`src/rtl/fb_dma_pkg.sv`:
```
// Shared definitions for the framebuffer DMA engine.
// Holds the controller command encodings, the i_Mode encodings and the
// engine state enum. A helper maps an engine state to the controller command
// it issues.
package fb_dma_pkg;

  localparam logic [1:0] CMD_IDLE  = 2'd0;
  localparam logic [1:0] CMD_WRITE = 2'd1;
  localparam logic [1:0] CMD_READ  = 2'd2;

  localparam logic [1:0] MODE_IDLE = 2'd0;
  localparam logic [1:0] MODE_FILL = 2'd1;
  localparam logic [1:0] MODE_SCAN = 2'd2;
  localparam logic [1:0] MODE_RSVD = 2'd3;

  typedef enum logic [2:0] {
    ST_IDLE,
    ST_FILL,
    ST_FILL_GAP,
    ST_SCAN_WAIT,
    ST_SCAN
  } state_t;

  function automatic logic [1:0] state_cmd(input state_t s);
    case (s)
      ST_FILL: return CMD_WRITE;
      ST_SCAN: return CMD_READ;
      default: return CMD_IDLE;
    endcase
  endfunction

endpackage

```
`src/rtl/fb_addr_gen.sv`:
```
// Frame offset counter and word address register.
// Ports:
//   clk, reset_n  - clock, synchronous active-low reset
//   clear         - force the offset to 0 (start of a fill)
//   advance       - one word accepted; offset steps, wrapping FRAME_WORDS-1 -> 0
//   base          - base address that applies from the next cycle on
//   offset        - current frame offset (registered)
//   offset_next   - offset that will be loaded on the next edge
//   last          - current offset is the last word of the frame
//   addr          - registered base + offset, modulo 2^ADDR_WIDTH
module fb_addr_gen #(
  parameter int unsigned ADDR_WIDTH   = 22,
  parameter int unsigned FRAME_WORDS  = 384000,
  parameter int unsigned OFFSET_WIDTH = 19
) (
  input  logic                    clk,
  input  logic                    reset_n,
  input  logic                    clear,
  input  logic                    advance,
  input  logic [ADDR_WIDTH-1:0]   base,
  output logic [OFFSET_WIDTH-1:0] offset,
  output logic [OFFSET_WIDTH-1:0] offset_next,
  output logic                    last,
  output logic [ADDR_WIDTH-1:0]   addr
);

  assign last = (offset == OFFSET_WIDTH'(FRAME_WORDS - 1));

  always_comb begin
    offset_next = offset;
    if (clear) begin
      offset_next = '0;
    end else if (advance) begin
      offset_next = last ? '0 : offset + OFFSET_WIDTH'(1);
    end
  end

  always_ff @(posedge clk) begin
    if (!reset_n) begin
      offset <= '0;
      addr   <= base;
    end else begin
      offset <= offset_next;
      addr   <= base + ADDR_WIDTH'(offset_next);
    end
  end

endmodule

```
`src/rtl/fb_dma.sv`:
```
// Framebuffer DMA engine: pattern-fills the back buffer, then streams the
// front buffer into the pixel FIFO in fixed-length read bursts, with
// frame-boundary front/back swapping.
// Ports:
//   clk, reset_n                 - clock, synchronous active-low reset
//   i_Mode, i_FillConst, i_FillValue, i_FrontBase, i_BackBase, i_Swap - control
//   command, data_address, data_write, data_read, data_read_valid,
//   data_write_done              - SDRAM controller handshake
//   fifo_data, fifo_write, fifo_used - pixel FIFO write side
//   o_Busy, o_FillDone, o_FirstData, o_FrameStart, o_ActiveBuffer - status
module fb_dma
  import fb_dma_pkg::*;
#(
  parameter int unsigned DATA_WIDTH   = 32,
  parameter int unsigned ADDR_WIDTH   = 22,
  parameter int unsigned FRAME_WORDS  = 384000,
  parameter int unsigned BURST_LENGTH = 8,
  parameter int unsigned USED_WIDTH   = 10,
  parameter int unsigned FIFO_LIMIT   = 504
) (
  input  logic                  clk,
  input  logic                  reset_n,
  input  logic [1:0]            i_Mode,
  input  logic                  i_FillConst,
  input  logic [DATA_WIDTH-1:0] i_FillValue,
  input  logic [ADDR_WIDTH-1:0] i_FrontBase,
  input  logic [ADDR_WIDTH-1:0] i_BackBase,
  input  logic                  i_Swap,
  output logic [1:0]            command,
  output logic [ADDR_WIDTH-1:0] data_address,
  output logic [DATA_WIDTH-1:0] data_write,
  input  logic [DATA_WIDTH-1:0] data_read,
  input  logic                  data_read_valid,
  input  logic                  data_write_done,
  output logic [DATA_WIDTH-1:0] fifo_data,
  output logic                  fifo_write,
  input  logic [USED_WIDTH-1:0] fifo_used,
  output logic                  o_Busy,
  output logic                  o_FillDone,
  output logic                  o_FirstData,
  output logic                  o_FrameStart,
  output logic                  o_ActiveBuffer
);

  localparam int unsigned OW     = (FRAME_WORDS > 1) ? $clog2(FRAME_WORDS) : 1;
  localparam int unsigned BW     = (BURST_LENGTH > 1) ? $clog2(BURST_LENGTH) : 1;
  // One extra slot of headroom for the fifo_data output register.
  localparam int unsigned THRESH = FIFO_LIMIT - BURST_LENGTH - 1;

  if (FRAME_WORDS % BURST_LENGTH != 0) begin : g_frame_check
    $error("FRAME_WORDS must be a multiple of BURST_LENGTH");
  end

  state_t                  state, state_next;
  logic [BW-1:0]           beat, beat_next;
  logic [ADDR_WIDTH-1:0]   front, back, front_next, back_next, base_sel;
  logic                    pending, pending_next, active_next;
  logic [OW-1:0]           offset, offset_next;
  logic                    last, advance, clear, burst_end;

  logic [1:0]              command_d;
  logic [DATA_WIDTH-1:0]   data_write_d, fifo_data_d;
  logic                    fifo_write_d, frame_start_d, fill_done_d, first_d, busy_d;

  fb_addr_gen #(
    .ADDR_WIDTH  (ADDR_WIDTH),
    .FRAME_WORDS (FRAME_WORDS),
    .OFFSET_WIDTH(OW)
  ) u_addr_gen (
    .clk        (clk),
    .reset_n    (reset_n),
    .clear      (clear),
    .advance    (advance),
    .base       (base_sel),
    .offset     (offset),
    .offset_next(offset_next),
    .last       (last),
    .addr       (data_address)
  );

  assign burst_end = (beat == BW'(BURST_LENGTH - 1));
  assign advance   = ((state == ST_FILL) && data_write_done) ||
                     ((state == ST_SCAN) && data_read_valid);
  assign clear     = (state == ST_IDLE) && (state_next == ST_FILL);

  // Next-state logic.
  always_comb begin
    state_next = state;
    unique case (state)
      ST_IDLE: begin
        unique case (i_Mode)
          MODE_FILL:            state_next = ST_FILL;
          MODE_SCAN:            state_next = ST_SCAN_WAIT;
          MODE_IDLE, MODE_RSVD: state_next = ST_IDLE;
        endcase
      end
      ST_FILL: begin
        if (data_write_done) begin
          if (last)           state_next = ST_IDLE;
          else if (burst_end) state_next = ST_FILL_GAP;
        end
      end
      ST_FILL_GAP: state_next = ST_FILL;
      ST_SCAN_WAIT: begin
        if (i_Mode != MODE_SCAN)              state_next = ST_IDLE;
        else if (32'(fifo_used) <= THRESH)    state_next = ST_SCAN;
      end
      ST_SCAN: begin
        if (data_read_valid && burst_end) state_next = ST_SCAN_WAIT;
      end
    endcase
  end

  // Beat counter, swap bookkeeping and next base selection.
  always_comb begin
    beat_next    = beat;
    pending_next = pending | i_Swap;
    active_next  = o_ActiveBuffer;
    front_next   = front;
    back_next    = back;
    if (state == ST_IDLE) begin
      beat_next = '0;
    end else if (advance) begin
      beat_next = burst_end ? '0 : beat + BW'(1);
    end
    if (state == ST_IDLE) begin
      // A pending swap executes here; bases reload from the inputs on leaving
      // IDLE, mapped through the active-buffer sense so the toggle stays valid.
      active_next  = o_ActiveBuffer ^ pending;
      pending_next = i_Swap;
      if (state_next != ST_IDLE) begin
        front_next = active_next ? i_BackBase  : i_FrontBase;
        back_next  = active_next ? i_FrontBase : i_BackBase;
      end else if (pending) begin
        front_next = back;
        back_next  = front;
      end
    end else if ((state == ST_SCAN) && data_read_valid && last && (pending | i_Swap)) begin
      front_next   = back;
      back_next    = front;
      active_next  = ~o_ActiveBuffer;
      pending_next = 1'b0;
    end
    if (!reset_n)
      base_sel = i_FrontBase;
    else if ((state_next == ST_FILL) || (state_next == ST_FILL_GAP))
      base_sel = back_next;
    else
      base_sel = front_next;
  end

  // Output logic (values registered in the state process).
  always_comb begin
    command_d     = state_cmd(state_next);
    fifo_write_d  = (state == ST_SCAN) && data_read_valid;
    fifo_data_d   = fifo_write_d ? data_read : fifo_data;
    frame_start_d = fifo_write_d && (offset == '0);
    fill_done_d   = (state == ST_FILL) && data_write_done && last;
    first_d       = o_FirstData | fifo_write_d;
    busy_d        = (state_next != ST_IDLE);
    data_write_d  = data_write;
    if ((state_next == ST_FILL) || (state_next == ST_FILL_GAP))
      data_write_d = i_FillConst ? i_FillValue : DATA_WIDTH'(offset_next);
  end

  // State and output registers.
  always_ff @(posedge clk) begin
    if (!reset_n) begin
      state          <= ST_IDLE;
      beat           <= '0;
      front          <= i_FrontBase;
      back           <= i_BackBase;
      pending        <= 1'b0;
      o_ActiveBuffer <= 1'b0;
      command        <= CMD_IDLE;
      data_write     <= '0;
      fifo_data      <= '0;
      fifo_write     <= 1'b0;
      o_Busy         <= 1'b0;
      o_FillDone     <= 1'b0;
      o_FirstData    <= 1'b0;
      o_FrameStart   <= 1'b0;
    end else begin
      state          <= state_next;
      beat           <= beat_next;
      front          <= front_next;
      back           <= back_next;
      pending        <= pending_next;
      o_ActiveBuffer <= active_next;
      command        <= command_d;
      data_write     <= data_write_d;
      fifo_data      <= fifo_data_d;
      fifo_write     <= fifo_write_d;
      o_Busy         <= busy_d;
      o_FillDone     <= fill_done_d;
      o_FirstData    <= first_d;
      o_FrameStart   <= frame_start_d;
    end
  end

endmodule
```
`config.mk`:
```
export PLATFORM = sky130hd
export DESIGN_NAME = fb_dma
export DESIGN_NICKNAME = d
export VERILOG_FILES = /design/src/rtl/fb_dma_pkg.sv /design/src/rtl/fb_addr_gen.sv /design/src/rtl/fb_dma.sv
export SDC_FILE = /design/constraint.sdc
export NUM_CORES = 1
export LEC_CHECK = 0
export ABC_CLOCK_PERIOD_IN_PS = 6400
export CAP_MARGIN = 20
export CORE_MARGIN = 3
export CORE_UTILIZATION = 30
export CTS_CLUSTER_DIAMETER = 40
export DETAILED_ROUTE_END_ITERATION = 8
export PLACE_DENSITY = 0.5
export SETUP_SLACK_MARGIN = 0.1
export SYNTH_ARGS = -nofsm -noshare
export SYNTH_HDL_FRONTEND = slang
export SYNTH_SLANG_ARGS = --single-unit
```
`constraint.sdc`:
```
create_clock -name clk -period 6.4 [get_ports clk]
set_input_delay 0.96 -clock clk [delete_from_list [all_inputs] [get_ports clk]]
set_output_delay 0.96 -clock clk [all_outputs]
set_load 0.01 [all_outputs]
```
==> flow_metrics.env <==
export IMPL_grt_most_used_layer="met2"
export IMPL_postLayoutSetupSlackWorst_ns=0.6484
export IMPL_io_pin_count=220
export IMPL_number_of_global_route_vias_before_repair=8975
export IMPL_synth_edf_count=0
export IMPL_grt_max_degree=75
export IMPL_clk_latency_ns=0.44
export IMPL_finalClockSkew_ns=0.01482
export IMPL_routedWlPerCell_um=17.30
export IMPL_grt_setup_unrepaired="false"
export IMPL_synthTopCellsByCount="240 x nand2_1, 164 x dfxtp_1, 136 x nor2_1, 123 x mux2i_1, 94 x o21ai_0"
export IMPL_syn_cell_area_sq_um=9661
export IMPL_synth_flop_cell="dfxtp_1"
export IMPL_post_layout_utilization_of_the_core=0.4087
export IMPL_ctsResizeCount=0
export IMPL_postRouteWirelength_mm=32.16
export IMPL_fp_dieH_um=185.5
export IMPL_finalSetupViolations=0
export IMPL_cts_htree_levels=4
export IMPL_p_sw_frac=0.3414
export IMPL_wire_length_of_the_first_global_routing_pass_mm=49.58
export IMPL_routabilityCongestion=0.8449
export IMPL_share_comb_of_total_power=0.329
export IMPL_critical_path_slowest_cell="or4_1"
export IMPL_synthSimpleGateAreaFrac=0.2349
export IMPL_grt_util_met3=0.02716
export IMPL_placement_rows=65
export IMPL_placeableCoreArea_sq_um=31640
export IMPL_synth_yosys_warnings=0
export IMPL_tritoncts="done"
export IMPL_worst_setup_path_type="input port to flip-flop"
export IMPL_grtUsageMet1=0.2594
export IMPL_synth_compound_area_frac=0.1669
export IMPL_layoutNonFillerInstCount=1859
export IMPL_cp_data_arrival_time_ns=6.11
export IMPL_post_synth_num_cell_types=60
export IMPL_antenna_found_initial=1
export IMPL_tritoncts_num_buffers=17
export IMPL_startpoint_type="input port"
export IMPL_yosys_top_cells_area="dfxtp_1 34%, mux2i_1 13%, nand2_1 9.3%"
export IMPL_hold_path_class="flip-flop to flip-flop"
export IMPL_final_layout_size_suffix_gt1_frac=0.06942
export IMPL_ant_nets=0
export IMPL_fmax_mhz=173.9
export IMPL_slew_headroom=0.4140
export IMPL_power_share_sequential=0.340
export IMPL_cellPowerDensity_nw_per_um2=279.8
export IMPL_detailed_routing_iteration_count_for_the_pre_antenna_repair_pass=5
export IMPL_syn_area_per_cell_sq_um=7.613
export IMPL_die_area_sq_um=34390
export IMPL_met2_track_demand_over_resource_in_global_routing=0.2861
export IMPL_synthDominantCellAreaShare=0.3399
export IMPL_gr_usage_all_layers=0.1820
export IMPL_starting_density=0.3054
export IMPL_main_combinational_cell_family_by_area_after_synthesis="simple AND/OR/NAND/NOR gates"
export IMPL_hold_viol=0
export IMPL_dpl_worst_slack_ns=0.2774
export IMPL_drt_drc_violations_left=0
export IMPL_clk_pin_slew_ns=0.07
export IMPL_ir_worst_vdd_v=0.0001817
export IMPL_cts_hold_repair_buffers=0
export IMPL_critPathMaxFanout=25
export IMPL_share_of_flip_flops_with_an_asynchronous_set_or_reset=0
export IMPL_critPathMaxStageDelay_ns=0.48
export IMPL_setup_worst_path_end_class="flip-flop"
export IMPL_areaGrowthSynthToFinish_pct=33.84
export IMPL_die_x_um=185.5
export IMPL_data_required_time_of_the_critical_path_ns=6.76
export IMPL_synthesis_instances=1269
export IMPL_synth_most_common_cell="nand2_1"
export IMPL_cts_buffer_depth=2
export IMPL_run_status="complete, no violations"
export IMPL_final_setup_tns_ns=0
export IMPL_yosys_mux_area_fraction=0.1465
export IMPL_synth_seq_cells=164
export IMPL_drv_max_cap_violation_count=0
export IMPL_power_switching_mw=1.235
export IMPL_drt_first_iter_violations=665
export IMPL_p_int_mw=2.383
export IMPL_post_synth_fa_ha_maj_area_fraction=0.03445
export IMPL_worst_slew_pin_slew_ns=0.8789
export IMPL_total_setup_buffers_inserted_after_cts=0
export IMPL_detailed_place_hpwl_mm=23.27
export IMPL_synth_xor_area_share=0.03354
export IMPL_placed_cells_incl_taps=1825
export IMPL_final_period_minus_worst_setup_slack_ns=5.752
export IMPL_post_synthesis_net_count=1421
export IMPL_clockPowerShare=0.331
export IMPL_clkSinkCount=164
export IMPL_input_output_buffers=215
export IMPL_grt_overflow_total=0
export IMPL_layout_nets=1594
export IMPL_netlist_top_cell_by_area="dfxtp_1"
export IMPL_vias=9534
export IMPL_leakage_power_nw=5.269
export IMPL_routed_via_density=5.129
export IMPL_clk_root_buffer_cell="clkbuf_16"
export IMPL_synth_seq_area_share=0.3399
export IMPL_crit_path_cell_trace="clkdlybuf4s50_1 > inv_1 > ha_1 > nor2b_1 > a31oi_1 > o21ai_0 > o211ai_1 > nor2_1 > buf_12 > nand2_1 > a31oi_1 > mux2_2 > o21ai_0 > ha_1 > o21a_1 > o21a_1 > o22ai_1 > a21oi_1 > nand2_1 > a31o_2 > o21a_1 > or4_1 > a31oi_1"
export IMPL_slew_violations=0
export IMPL_layout_worst_path_cycle_share=0.8987
==> registers in the layout (all words and copies together), names as in the netlist, 2 cells and up <==
register,cells
u_addr_gen.offset,19
command,2
fifo_data,32
front,22
state,3
back,22
beat,3
u_addr_gen.addr,22
data_write,32
==> kinds of logic (layout without fill, tap and decap cells) <==
logic type               Yosys count  count (layout)
adder cells (fa/ha/maj)           26              26
buffers and inverters            105             291
AO/OA/AOI/OAI                    275             275
AND/OR/NAND/NOR                  523             523
multiplexers                     139             139
other                              0               2
flip-flops                       164             164
XOR/XNOR                          37              37
==> worst max-delay path: cells and delay by family <==
family / cells / cell delay, ns
AO/OA/AOI/OAI: 12 / 2.29
adder cells (fa/ha/maj): 2 / 0.69
buffers and inverters: 3 / 0.74
multiplexers: 1 / 0.20
AND/OR/NAND/NOR: 5 / 1.22
==> per-layer routing <==
metal / up-vias / share of wire
li1: 4808 / -
met1: 4496 / 0.49
met2: 201 / 0.45
met3: 29 / 0.039
met4: 0 / 0.018
met5: - / 0
==> power by group through the flow <==
stage               logic, mW  clock network, mW  registers [mW]
floorplan               0.710                  0            1.26
global placement         1.18                  0            1.25
detailed placement       1.19                  0            1.25
CTS                      1.19               1.23            1.23
global route             1.32               1.27            1.24
finish                   1.19               1.20            1.23
==> layout make-up <==
cell class	instances	area, sq um
fill	3215	18710
clock buffer	17	425.4
clock inverter	15	239.0
multi-input combinational	1000	6005
sequential	164	3284
tap	402	503.0
timing repair buffer	246	2417
antenna	2	5.005
inverter	13	51.30
==> through the flow <==
| stage | area (sq um) | power [mW] | hold slack (ns) |
|---|---|---|---|
| 5_1_grt | 12930 | 3.830 | 0.4718 |
| 4_1_cts | 12920 | 3.653 | 0.4539 |
| 3_5_place_dp | 12260 | 2.436 | 0.4438 |
| 2_1_floorplan | 9661 | 1.966 | 0.4647 |
| 3_3_place_gp | 12260 | 2.427 | 0.4384 |
| 6_report | 12930 | 3.618 | 0.4509 |
==> cell usage in the layout, fill, tap and decap left out, types with 21 or more instances in the layout <==
master,Yosys,final
buf_4,2,28
o21ai_0,94,94
ha_1,25,25
nand2_1,240,240
clkdlybuf4s50_1,0,214
dfxtp_1,164,163
nor2_1,136,135
mux2i_1,123,123
nor3_1,27,27
a31oi_1,45,45
nand3_1,69,69
xor2_1,22,21
a21oi_1,76,76
==> path summary, 6_finish.rpt <==
| path | start | to | slack, ns | cells past startpoint |
|---|---|---|---|---|
| setup / recovery | i_Mode[0] | u_addr_gen.addr[21] | 0.65 | 23 |
| hold / removal | data_write[19] | data_write[19] | 0.45 | 2 |
| setup reg to reg | u_addr_gen.offset[0] | u_addr_gen.addr[21] | 1.08 | 20 |
| hold reg to reg | data_write[19] | data_write[19] | 0.45 | 2 |
No activity file was read; power rests on OpenSTA's default activity.
